**src/rtl/core_mdu.sv**
```systemverilog
`timescale 1ns/1ps
// Iterative radix-2 multiply/divide unit for the RV32M operations, generalised to XLEN.
// Handshake: START is accepted only when BUSY=0 and FLUSH=0; DONE pulses one cycle with RESULT valid.
module core_mdu #(
  parameter int XLEN             = 32,
  parameter bit DIV_FAST_SPECIAL = 1'b1
) (
  input  logic            i_clk,
  input  logic            i_nrst,
  input  logic            i_start,
  input  logic [2:0]      i_funct3,
  input  logic [XLEN-1:0] i_op_a,
  input  logic [XLEN-1:0] i_op_b,
  input  logic            i_flush,
  output logic            o_busy,
  output logic            o_done,
  output logic [XLEN-1:0] o_result,
  output logic [1:0]      o_state
);

  localparam int CW = $clog2(XLEN);
  localparam logic [CW-1:0]   LAST_STEP = CW'(XLEN - 1);
  localparam logic [CW-1:0]   CNT_ONE   = CW'(1);
  localparam logic [XLEN-1:0] MIN_NEG   = {1'b1, {(XLEN-1){1'b0}}};

  localparam logic [1:0] S_IDLE = 2'd0;
  localparam logic [1:0] S_CALC = 2'd1;
  localparam logic [1:0] S_FIX  = 2'd2;
  localparam logic [1:0] S_DONE = 2'd3;

  logic [1:0]      r_state;
  logic [CW-1:0]   r_cnt;
  logic [2:0]      r_f3;
  logic [XLEN-1:0] r_op;
  logic [XLEN-1:0] r_hi;
  logic [XLEN-1:0] r_lo;
  logic            r_neg;
  logic            r_sign_a;
  logic [XLEN-1:0] r_result;

  logic            w_is_div, w_sgn_a, w_sgn_b, w_neg_a, w_neg_b;
  logic            w_b_zero, w_ovf, w_fast, w_accept;
  logic [XLEN-1:0] w_mag_a, w_mag_b;
  logic [XLEN:0]   w_sum, w_rem_sh;
  logic [XLEN-1:0] w_diff, w_rem_next;
  logic            w_q_bit;
  logic [2*XLEN-1:0] w_prod, w_prod_s;
  logic [XLEN-1:0] w_quo, w_rem, w_fix;

  // Operand signedness: MULHSU treats only rs1 as signed, U-variants neither.
  assign w_is_div = i_funct3[2];
  assign w_sgn_a  = w_is_div ? !i_funct3[0] : (i_funct3[1:0] != 2'b11);
  assign w_sgn_b  = w_is_div ? !i_funct3[0] : !i_funct3[1];
  assign w_neg_a  = w_sgn_a & i_op_a[XLEN-1];
  assign w_neg_b  = w_sgn_b & i_op_b[XLEN-1];
  assign w_mag_a  = w_neg_a ? -i_op_a : i_op_a;
  assign w_mag_b  = w_neg_b ? -i_op_b : i_op_b;
  assign w_b_zero = (i_op_b == '0);
  assign w_ovf    = w_sgn_a & (i_op_a == MIN_NEG) & (i_op_b == '1);
  assign w_fast   = DIV_FAST_SPECIAL & w_is_div & (w_b_zero | w_ovf);
  assign w_accept = i_start & !i_flush & ((r_state == S_IDLE) | (r_state == S_DONE));

  // Multiply step: conditional add into the high word, then shift {carry,hi,lo} right.
  assign w_sum = {1'b0, r_hi} + (r_lo[0] ? {1'b0, r_op} : '0);

  // Restoring divide step; the shifted partial remainder carries one guard bit.
  assign w_rem_sh   = {r_hi, r_lo[XLEN-1]};
  assign w_q_bit    = (w_rem_sh >= {1'b0, r_op});
  assign w_diff     = w_rem_sh[XLEN-1:0] - r_op;
  assign w_rem_next = w_q_bit ? w_diff : w_rem_sh[XLEN-1:0];

  assign w_prod   = {r_hi, r_lo};
  assign w_prod_s = r_neg ? -w_prod : w_prod;
  assign w_quo    = r_neg ? -r_lo : r_lo;
  assign w_rem    = r_sign_a ? -r_hi : r_hi;
  assign w_fix    = r_f3[2] ? (r_f3[1] ? w_rem : w_quo)
                  : ((r_f3[1:0] == 2'b00) ? w_prod_s[XLEN-1:0] : w_prod_s[2*XLEN-1:XLEN]);

  always_ff @(posedge i_clk) begin
    if (!i_nrst) begin
      r_state  <= S_IDLE;
      r_cnt    <= '0;
      r_f3     <= '0;
      r_op     <= '0;
      r_hi     <= '0;
      r_lo     <= '0;
      r_neg    <= 1'b0;
      r_sign_a <= 1'b0;
      r_result <= '0;
    end else if (i_flush) begin
      r_state <= S_IDLE;
    end else begin
      case (r_state)
        S_IDLE, S_DONE: begin
          if (w_accept) begin
            r_f3     <= i_funct3;
            r_cnt    <= '0;
            r_neg    <= (w_neg_a ^ w_neg_b) & (!w_is_div | !w_b_zero);
            r_sign_a <= w_neg_a;
            r_op     <= w_is_div ? w_mag_b : w_mag_a;
            // Special divides preload the final quotient/remainder magnitudes and skip CALC.
            if (w_fast) begin
              r_hi    <= w_b_zero ? w_mag_a : '0;
              r_lo    <= w_b_zero ? '1 : MIN_NEG;
              r_state <= S_FIX;
            end else begin
              r_hi    <= '0;
              r_lo    <= w_is_div ? w_mag_a : w_mag_b;
              r_state <= S_CALC;
            end
          end else begin
            r_state <= S_IDLE;
          end
        end
        S_CALC: begin
          if (r_f3[2]) begin
            r_hi <= w_rem_next;
            r_lo <= {r_lo[XLEN-2:0], w_q_bit};
          end else begin
            r_hi <= w_sum[XLEN:1];
            r_lo <= {w_sum[0], r_lo[XLEN-1:1]};
          end
          r_cnt <= r_cnt + CNT_ONE;
          if (r_cnt == LAST_STEP) r_state <= S_FIX;
        end
        S_FIX: begin
          r_result <= w_fix;
          r_state  <= S_DONE;
        end
        default: r_state <= S_IDLE;
      endcase
    end
  end

  assign o_busy   = (r_state == S_CALC) | (r_state == S_FIX);
  assign o_done   = (r_state == S_DONE);
  assign o_result = r_result;
  assign o_state  = r_state;

endmodule

```
**config.mk**
```make
export PLATFORM = sky130hd
export DESIGN_NAME = core_mdu
export DESIGN_NICKNAME = d
export VERILOG_FILES = /design/src/rtl/core_mdu.sv
export SDC_FILE = /design/constraint.sdc
export NUM_CORES = 1
export LEC_CHECK = 0
export BUFFER_PORTS_ARGS = -buffer_cell sky130_fd_sc_hd__buf_2
export CORE_UTILIZATION = 57
export DETAILED_ROUTE_END_ITERATION = 8
export HOLD_SLACK_MARGIN = 0.02
export PLACE_DENSITY = 0.79
export SETUP_SLACK_MARGIN = 0.2
export SLEW_MARGIN = 0
export SYNTH_ARGS = -nofsm -noshare
export SYNTH_HDL_FRONTEND = slang
export SYNTH_SLANG_ARGS = --single-unit
```
**constraint.sdc**
```tcl
create_clock -name i_clk -period 3.6 [get_ports i_clk]
set_clock_uncertainty 0.15 [all_clocks]
set_input_delay 0.36 -clock i_clk [delete_from_list [all_inputs] [get_ports i_clk]]
set_output_delay 0.36 -clock i_clk [all_outputs]
set_load 0.01 [all_outputs]
```
== Word level (Yosys, flattened, before mapping) ==
Cells that the tools add are included.
W data, S select, Z words.

* Memories: 0
* Output and inout port bits: 36
* Bits in read-only memories: 0
* Bits of input ports: 71
* RAM bits: 0
* Register bits: 140
* Bits in latches: 0

* Mux-type cells: 30
* Magnitude comparators: 1
* Shift operators: 0
* $add $sub $neg: 8
* Equality and inequality tests: 9
* Reduce and logical (&&, ||, !) cells: 14
* Divide/modulo/power cells: 0
* Bitwise logic cells: 15
* Multiply operators: 0

{| class="wikitable"
|+ Operator list
! cell !! number
|-
| $mux W32 || 18
|-
| $neg A32 Y32 || 4
|-
| $pmux W32 S2 || 2
|-
| $eq A32 B32 Y1 const B || 2
|-
| $mux W64 || 1
|-
| $neg A64 Y64 || 1
|-
| $add A32 B32 Y33 || 1
|-
| $ge A33 B32 Y1 || 1
|-
| $logic_not A32 Y1 || 1
|-
| $sub A32 B32 Y32 || 1
|-
| $mux W31 || 1
|-
| $pmux W5 S2 || 1
|-
| $and A1 B1 Y1 || 8
|-
| $mux W2 || 3
|-
| $ne A2 B2 Y1 const B || 3
|-
| $pmux W2 S3 || 1
|-
| $reduce_and A3 Y1 || 2
|-
| $add A5 B1 Y5 const B || 1
|-
| $eq A5 B5 Y1 const B || 1
|-
| $logic_not A1 Y1 || 5
|-
| $mux W5 || 1
|-
| $eq A2 B2 Y1 const B || 2
|-
| $logic_not A2 Y1 || 2
|-
| $or A1 B1 Y1 || 4
|-
| 7 further kinds || 10
|}

== Logic depth before layout (Yosys ltp) ==
Gate-level depths: netlist of the first run.

* Word-level depth: 9
* Gate-level depth with buffers: 15
* Mapped depth without buffers: 14

== Worst setup path after synthesis of the first run ==
Ideal clock, no wire load.

* Path kind: reg2reg
* Start point: register r_lo[0]
* End point: register r_hi[30]
* Period minus slack after synthesis: 3391 ps
* Cell stages (with the launch flop): 15
* Data arrival time: 3149 ps
* Path slack: 209 ps
* Setup time: 92 ps
* Buffers on the path: 1
* Path through: dfxtp_1 -> inv_1 -> buf_1 -> nor2_1 -> ha_1 -> a21oi_1 -> o211ai_1 -> a31o_2 -> o21ai_0 -> o31ai_1 -> a21o_1 -> a21o_1 -> a21oi_1 -> mux2_2 -> o32ai_1

* Longest elaborated chain between the ends: 4

{| class="wikitable"
|+ RTL lines
! item !! line !! source
|-
| start, declared || 36 || <nowiki>logic [XLEN-1:0] r_lo;</nowiki>
|-
| start signal, assigned || 104 || <nowiki>r_lo <= w_b_zero ? '1 : MIN_NEG;</nowiki>
|-
| start signal, assigned || 108 || <nowiki>r_lo <= w_is_div ? w_mag_a : w_mag_b;</nowiki>
|-
| start signal, assigned || 118 || <nowiki>r_lo <= {r_lo[XLEN-2:0], w_q_bit};</nowiki>
|-
| $mux W32 || 64 || <nowiki>assign w_sum = {1'b0, r_hi} + (r_lo[0] ? {1'b0, r_op} : '0);</nowiki>
|-
| $add A32 B32 Y33 || 64 ||
|-
| $mux W32 || 116 || <nowiki>if (r_f3[2]) begin</nowiki>
|-
| $pmux W32 S2 || 93 || <nowiki>case (r_state)</nowiki>
|-
| end signal, assigned || 103 || <nowiki>r_hi <= w_b_zero ? w_mag_a : '0;</nowiki>
|-
| end signal, assigned || 117 || <nowiki>r_hi <= w_rem_next;</nowiki>
|-
| end signal, assigned || 120 || <nowiki>r_hi <= w_sum[XLEN:1];</nowiki>
|-
| end, declared || 35 || <nowiki>logic [XLEN-1:0] r_hi;</nowiki>
|}

No other way between the ends.
A chain may end at the register's enable or synchronous reset.

== Final worst setup path of the first run ==
Ends and elaborated chain as after synthesis.

==> flow_summary.ini, run 1 <==
[min_path]
min_path_type = input pin to flop
whs_path_depth = 3

[placement]
place_ws_ns = -0.159
placed_cells = 2516
dp_hpwl_um = 44500
io_buffers = 106
gp_congestion = 1.05

[logic_synthesis]
syn_area_um2 = 14600
ys_top_cells_by_count = nand2_1, o21ai_0, a21oi_1, nor2_1, dfxtp_1
synthArstFlopShare = 0
seq_area_frac_synth = 0.193
synth.most_common_cell = nand2_1
yosys_warnings = 0
synth.top_cell.area_share = 0.193
synthCells = 2080
ys_ff_latch = 140
yosysTopAreaCell = dfxtp_1
netlist_top_cells_area = dfxtp_1, o21ai_0, a21oi_1, xnor2_1, nand2_1
synthesis.nets = 2227
ys_types = 87
synth-edff-count = 0
synth-main-ff-cell = dfxtp_1
syn_area_per_cell_um2 = 7.00

[sta]
setup_viol = 0
worstMarginPinSlew_ns = 1.05
fmax_mhz = 289
fin_crit_sh = 0.962
slew_headroom = 0.299
hold_viol_final = 0
slew_viol_final = 0
grt_setup_unrepaired = true
fin_ws_ns = 0.137
min_period_ns = 3.46

[finish]
nNetsFinal = 2364
seq_area_um2 = 2820
multi_input_area_um2 = 11200
drive_above_1_share = 0.179
instances_no_fill = 2560
diodes = 0
synthToLayoutAreaGrowth_pct = 17.4
fill_cells = 2248

[critical_path]
worstSetupPathType = flop to flop
cp-start-kind = flop
r2r_cells = 17
crit_path_max_fanout = 7
worstSetupEndpointType = flop
arrival_ns = 3.67
crit_required_ns = 3.80

[floorplan]
initial_core_util = 0.580
dieArea_um2 = 26200
die_h_um = 162
die_x_um = 162
row_count = 58
ios = 107
core_um2 = 25100

[clocking]
tritoncts = done
cts_root_buf = clkbuf_16
clock_latency_ns = 0.45
cts_buffers = 17
cts.path.max_buffers = 2
cts-htree-levels = 4
cts_hold_buf = 0
clk_pin_slew_ns = 0.07
numClockSinks = 140

[pwr]
design_power_total_mw = 6.17
p_per_area_nw_per_um2 = 361
leakage_nw = 7.05
ir_drop_uv = 214

[global_routing]
grt_usage = 0.439
overflow = 0
grt_pass1_wl_um = 88600
grt_antenna_before_repair = 0
grt_pass1_vias = 15500
grt_max_degree = 101

[routing]
drc = 0
wl_um = 58500
dr.pass1.iters = 6
drt_iter0_markers = 2347
vias_per_cell = 6.59
num_vias = 16900
wire_per_inst_um = 22.8
ant_nets = 0

[run]
maxCapViolations = 0

[status]
status = completed
## layout make-up
| cell class | count | share of cell area |
|---|---|---|
| clock inverters | 15 | 0.0116 |
| well taps | 330 | 0.0242 |
| flip-flops and latches | 140 | 0.165 |
| repair buffers | 260 | 0.101 |
| inverters | 68 | 0.0149 |
| clock buffers | 17 | 0.0249 |
| multi-input cells | 1730 | 0.658 |
## kinds of logic after synthesis
kind of cell	count (synthesis)	share of synthesized area
AOI/OAI and AO/OA	758	0.319
xor gates and xnor gates	198	0.119
adders and majority gates	76	0.0664
buffers and inverters	210	0.0621
DFF	140	0.193
muxes	38	0.0266
and+or+nand+nor	660	0.215
## worst paths after layout
path	start	endpoint	slack, ns
max	r_lo[0]	r_hi[30]	0.14
min	i_funct3[0]	r_f3[0]	0.04
max reg2reg	r_lo[0]	r_hi[30]	0.14
min reg2reg	o_result[8]	o_result[8]	0.30
## repair_timing
action | in CTS | in global routing
resized for setup | 18 | 73
pin swaps | 6 | 31
cloned | 0 | 0
setup endpoints to repair | 8 | 34
setup buffers | 2 | 10
## flip-flops by register name (all words and copies together) (netlist names)
signal    cells
r_sign_a      1
r_f3          3
r_op         32
r_hi         32
r_lo         32
r_neg         1
o_state       2
r_cnt         5
o_result     32
## critical path, stage by stage, from the launching register on
cell,delay (ns)
dfxtp_2,0.35
inv_2,0.06
buf_8,0.14
buf_6,0.13
nor2_4,0.12
ha_4,0.21
a21o_1,0.15
a211o_1,0.31
o22a_1,0.24
o21ai_4,0.09
buf_6,0.14
o31ai_4,0.06
buf_6,0.13
a21o_1,0.16
a21o_1,0.21
a21oi_2,0.16
mux2_4,0.31
o32ai_2,0.26
## where the power goes
part | switching, mW | internal (mW) | leakage (nW)
combinational | 1.52 | 0.949 | 5.60
sequential | 0.119 | 1.63 | 1.15
clock | 0.895 | 1.06 | 0.302
## per-layer routing
metal | track usage | share of wire | vias up
li1 | - | - | 7803
met1 | 0.591 | 0.41 | 7833
met5 | 0 | 0 | -
met4 | 0.236 | 0.058 | 0
met2 | 0.652 | 0.42 | 1050
met3 | 0.0960 | 0.11 | 178
## placed cells by master, fill, tap and decap left out, types with 8 or more instances in the layout
cell       count
a211oi_1      19
a21boi_0      27
a21o_1        40
a21oi_1      219
a221oi_1      24
a31oi_1       18
and2_1        25
and3_1        17
buf_2        106
buf_4        147
clkbuf_16     17
dfxtp_1      133
ha_1          66
inv_1         63
mux2i_1       33
nand2_1      246
nand2b_1      14
nand3_1       43
nand4_1       16
nor2_1       153
nor2b_1       15
nor3_1        27
nor4_1        18
o211ai_1      33
o21a_1         8
o21ai_0      227
o221ai_1       8
o31ai_1       35
o41ai_1       11
or2_2          9
or3_1         11
or4_1         12
xnor2_1      112
xor2_1        85
## metrics by stage
| stage | area [um^2] | hold slack (ns) | setup TNS [ns] | util |
|---|---|---|---|---|
| 6_report | 17100 | 0.0371 | 0 | 0.681 |
| 5_1_grt | 17100 | 0.0615 | 0 | 0.681 |
| 4_1_cts | 16700 | 0.0357 | 0 | 0.665 |
| 3_5_place_dp | 16000 | 0.285 | -0.159 | 0.636 |
| 3_3_place_gp | 16000 | 0.280 | 0 | 0.636 |
| 2_1_floorplan | 14600 | 0.282 | 0 | - |
Note: power is estimated with default switching activity, not from simulation.
==> inputs of run 2 (changes only) <==
--- a/config.mk
+++ b/config.mk
@@ -6,11 +6,10 @@
 export NUM_CORES = 1
 export LEC_CHECK = 0
 export BUFFER_PORTS_ARGS = -buffer_cell sky130_fd_sc_hd__buf_2
-export CORE_UTILIZATION = 57
+export CORE_UTILIZATION = 63
 export DETAILED_ROUTE_END_ITERATION = 8
 export HOLD_SLACK_MARGIN = 0.02
-export PLACE_DENSITY = 0.79
-export SETUP_SLACK_MARGIN = 0.2
+export PLACE_DENSITY = 0.83
 export SLEW_MARGIN = 0
 export SYNTH_ARGS = -nofsm -noshare
 export SYNTH_HDL_FRONTEND = slang
==> constraint.sdc (replaced) <==
create_clock -name i_clk -period 3.36 [get_ports i_clk]
set_clock_uncertainty 0.15 [all_clocks]
set_input_delay 0.336 -clock i_clk [delete_from_list [all_inputs] [get_ports i_clk]]
set_output_delay 0.336 -clock i_clk [all_outputs]
set_load 0.01 [all_outputs]
==> flow_summary.ini, run 2 (synthesized netlist as in run 1, its figures left out) <==
[finish]
layout_commonest_cell = nand2_1
synthToLayoutAreaGrowth_pct = 19.9
nNetsFinal = 2424
fin_util = 0.771
final_cell_mix = nand2_1, o21ai_0, a21oi_1
drive_above_1_share = 0.200

[routing]
drt_iter0_markers = 2527
ant_nets = 0
dr.pass1.iters = 7
wl_um = 59300
drc = 0
wire_per_inst_um = 23.0
vias_per_cell = 6.83
num_vias = 17600

[global_routing]
grt_max_degree = 101
grt_antenna_before_repair = 4
grt_usage = 0.493
overflow = 0
grt_pass1_wl_um = 90000
grt_pass1_vias = 16000

[pwr]
p_int_mw = 3.87
p_per_area_nw_per_um2 = 384
share_seq_of_total_power = 0.280
design_power_total_mw = 6.70
pwr-share-clk = 0.306
p_comb_frac = 0.414
leakage_nw = 7.36
ir_drop_uv = 269
p_sw_mw = 2.83
switching_share = 0.422

[sta]
fin_crit_sh = 0.989
fin_ws_ns = 0.0356
worstMarginPinSlew_ns = 0.887
min_period_ns = 3.32
slew_viol_final = 0
slew_headroom = 0.408
hold_viol_final = 0
grt_setup_unrepaired = true
setup_viol = 0
fmax_mhz = 301
fin_tns_setup_ns = 0
holdWs_ns = 0.125

[clocking]
cts.path.max_buffers = 2
cts_buffers = 17
cts_root_buf = clkbuf_16
tritoncts = done
clk_pin_slew_ns = 0.08
numClockSinks = 140
clock_latency_ns = 0.46
cts-htree-levels = 4

[critical_path]
crit_required_ns = 3.53
worstSetupEndpointType = flop
r2r_cells = 14
crit_path_max_fanout = 5
cp-start-kind = flop
arrival_ns = 3.49
worstSetupPathType = flop to flop

[status]
status = completed

[floorplan]
row_count = 55
die_x_um = 154
dieArea_um2 = 23700
ios = 107
die_h_um = 154
core_um2 = 22600
initial_core_util = 0.643

[min_path]
min_path_type = input pin to flop
whs_path_depth = 3

[placement]
dp_hpwl_um = 44500
io_buffers = 106
place_ws_ns = -0.249
gp_congestion = 1.04

[run]
maxCapViolations = 0
[run 2: what timing repair did]
item | in CTS | in global routing
hold buffers | 1 | 0
pin swaps | 0 | 15
hold endpoints to repair | 1 | 0
setup buffers | 0 | 5
setup endpoints to repair | 8 | 26
gates resized for setup | 20 | 60
[run 2: path summary, 6_finish.rpt]
kind	start	end	slack (ns)
max	r_lo[0]	r_hi[27]	0.04
min	i_funct3[1]	r_f3[1]	0.12
max reg2reg	r_lo[0]	r_hi[27]	0.04
min reg2reg	o_result[22]	o_result[22]	0.30
[run 2: final cells by class]
class                           instances  area, um^2
Inverter                               68         255
Antenna cell                            1        2.50
Fill cell                            1678        5190
Timing Repair Buffer                  320        2200
Tap cell                              285         357
Multi-Input combinational cell       1730       11200
Clock buffer                           17         425
Clock inverter                         15         189
Sequential cell                       140        2820
[run 2: power by group through the flow]
stage	clock network, mW	registers, mW	logic [mW]
CTS	2.03	1.86	2.57
global route	2.09	1.88	2.94
floorplan	0	1.86	1.64
finish	2.05	1.87	2.77
detailed placement	0	1.90	2.52
global placement	0	1.89	2.47
[run 2: routing by layer]
| layer | vias to the layer above | track usage | share of wire |
|---|---|---|---|
| met2 | 1339 | 0.730 | 0.41 |
| met5 | - | 0 | 0.0010 |
| met3 | 272 | 0.118 | 0.14 |
| met1 | 8061 | 0.641 | 0.37 |
| li1 | 7920 | - | - |
| met4 | 6 | 0.313 | 0.071 |
[run 2: critical path: stages, from the launching register on]
cell	delay [ns]
dfxtp_2	0.33
buf_4	0.13
and2_1	0.13
ha_1	0.23
fa_1	0.42
a211oi_2	0.27
o21ai_2	0.14
o2111ai_2	0.15
nand3_1	0.15
buf_4	0.19
o2111ai_2	0.22
nor2b_1	0.21
xnor2_1	0.09
a221oi_1	0.30
a211oi_1	0.09
[run 2: through the flow]
| step | area (um^2) | instances |
|---|---|---|
| 6_report | 17500 | 2576 |
| 5_1_grt | 17500 | 2575 |
| 4_1_cts | 17200 | 2570 |
| 3_5_place_dp | 16400 | 2537 |
| 3_3_place_gp | 16400 | 2537 |
| 2_1_floorplan | 14600 | 2080 |
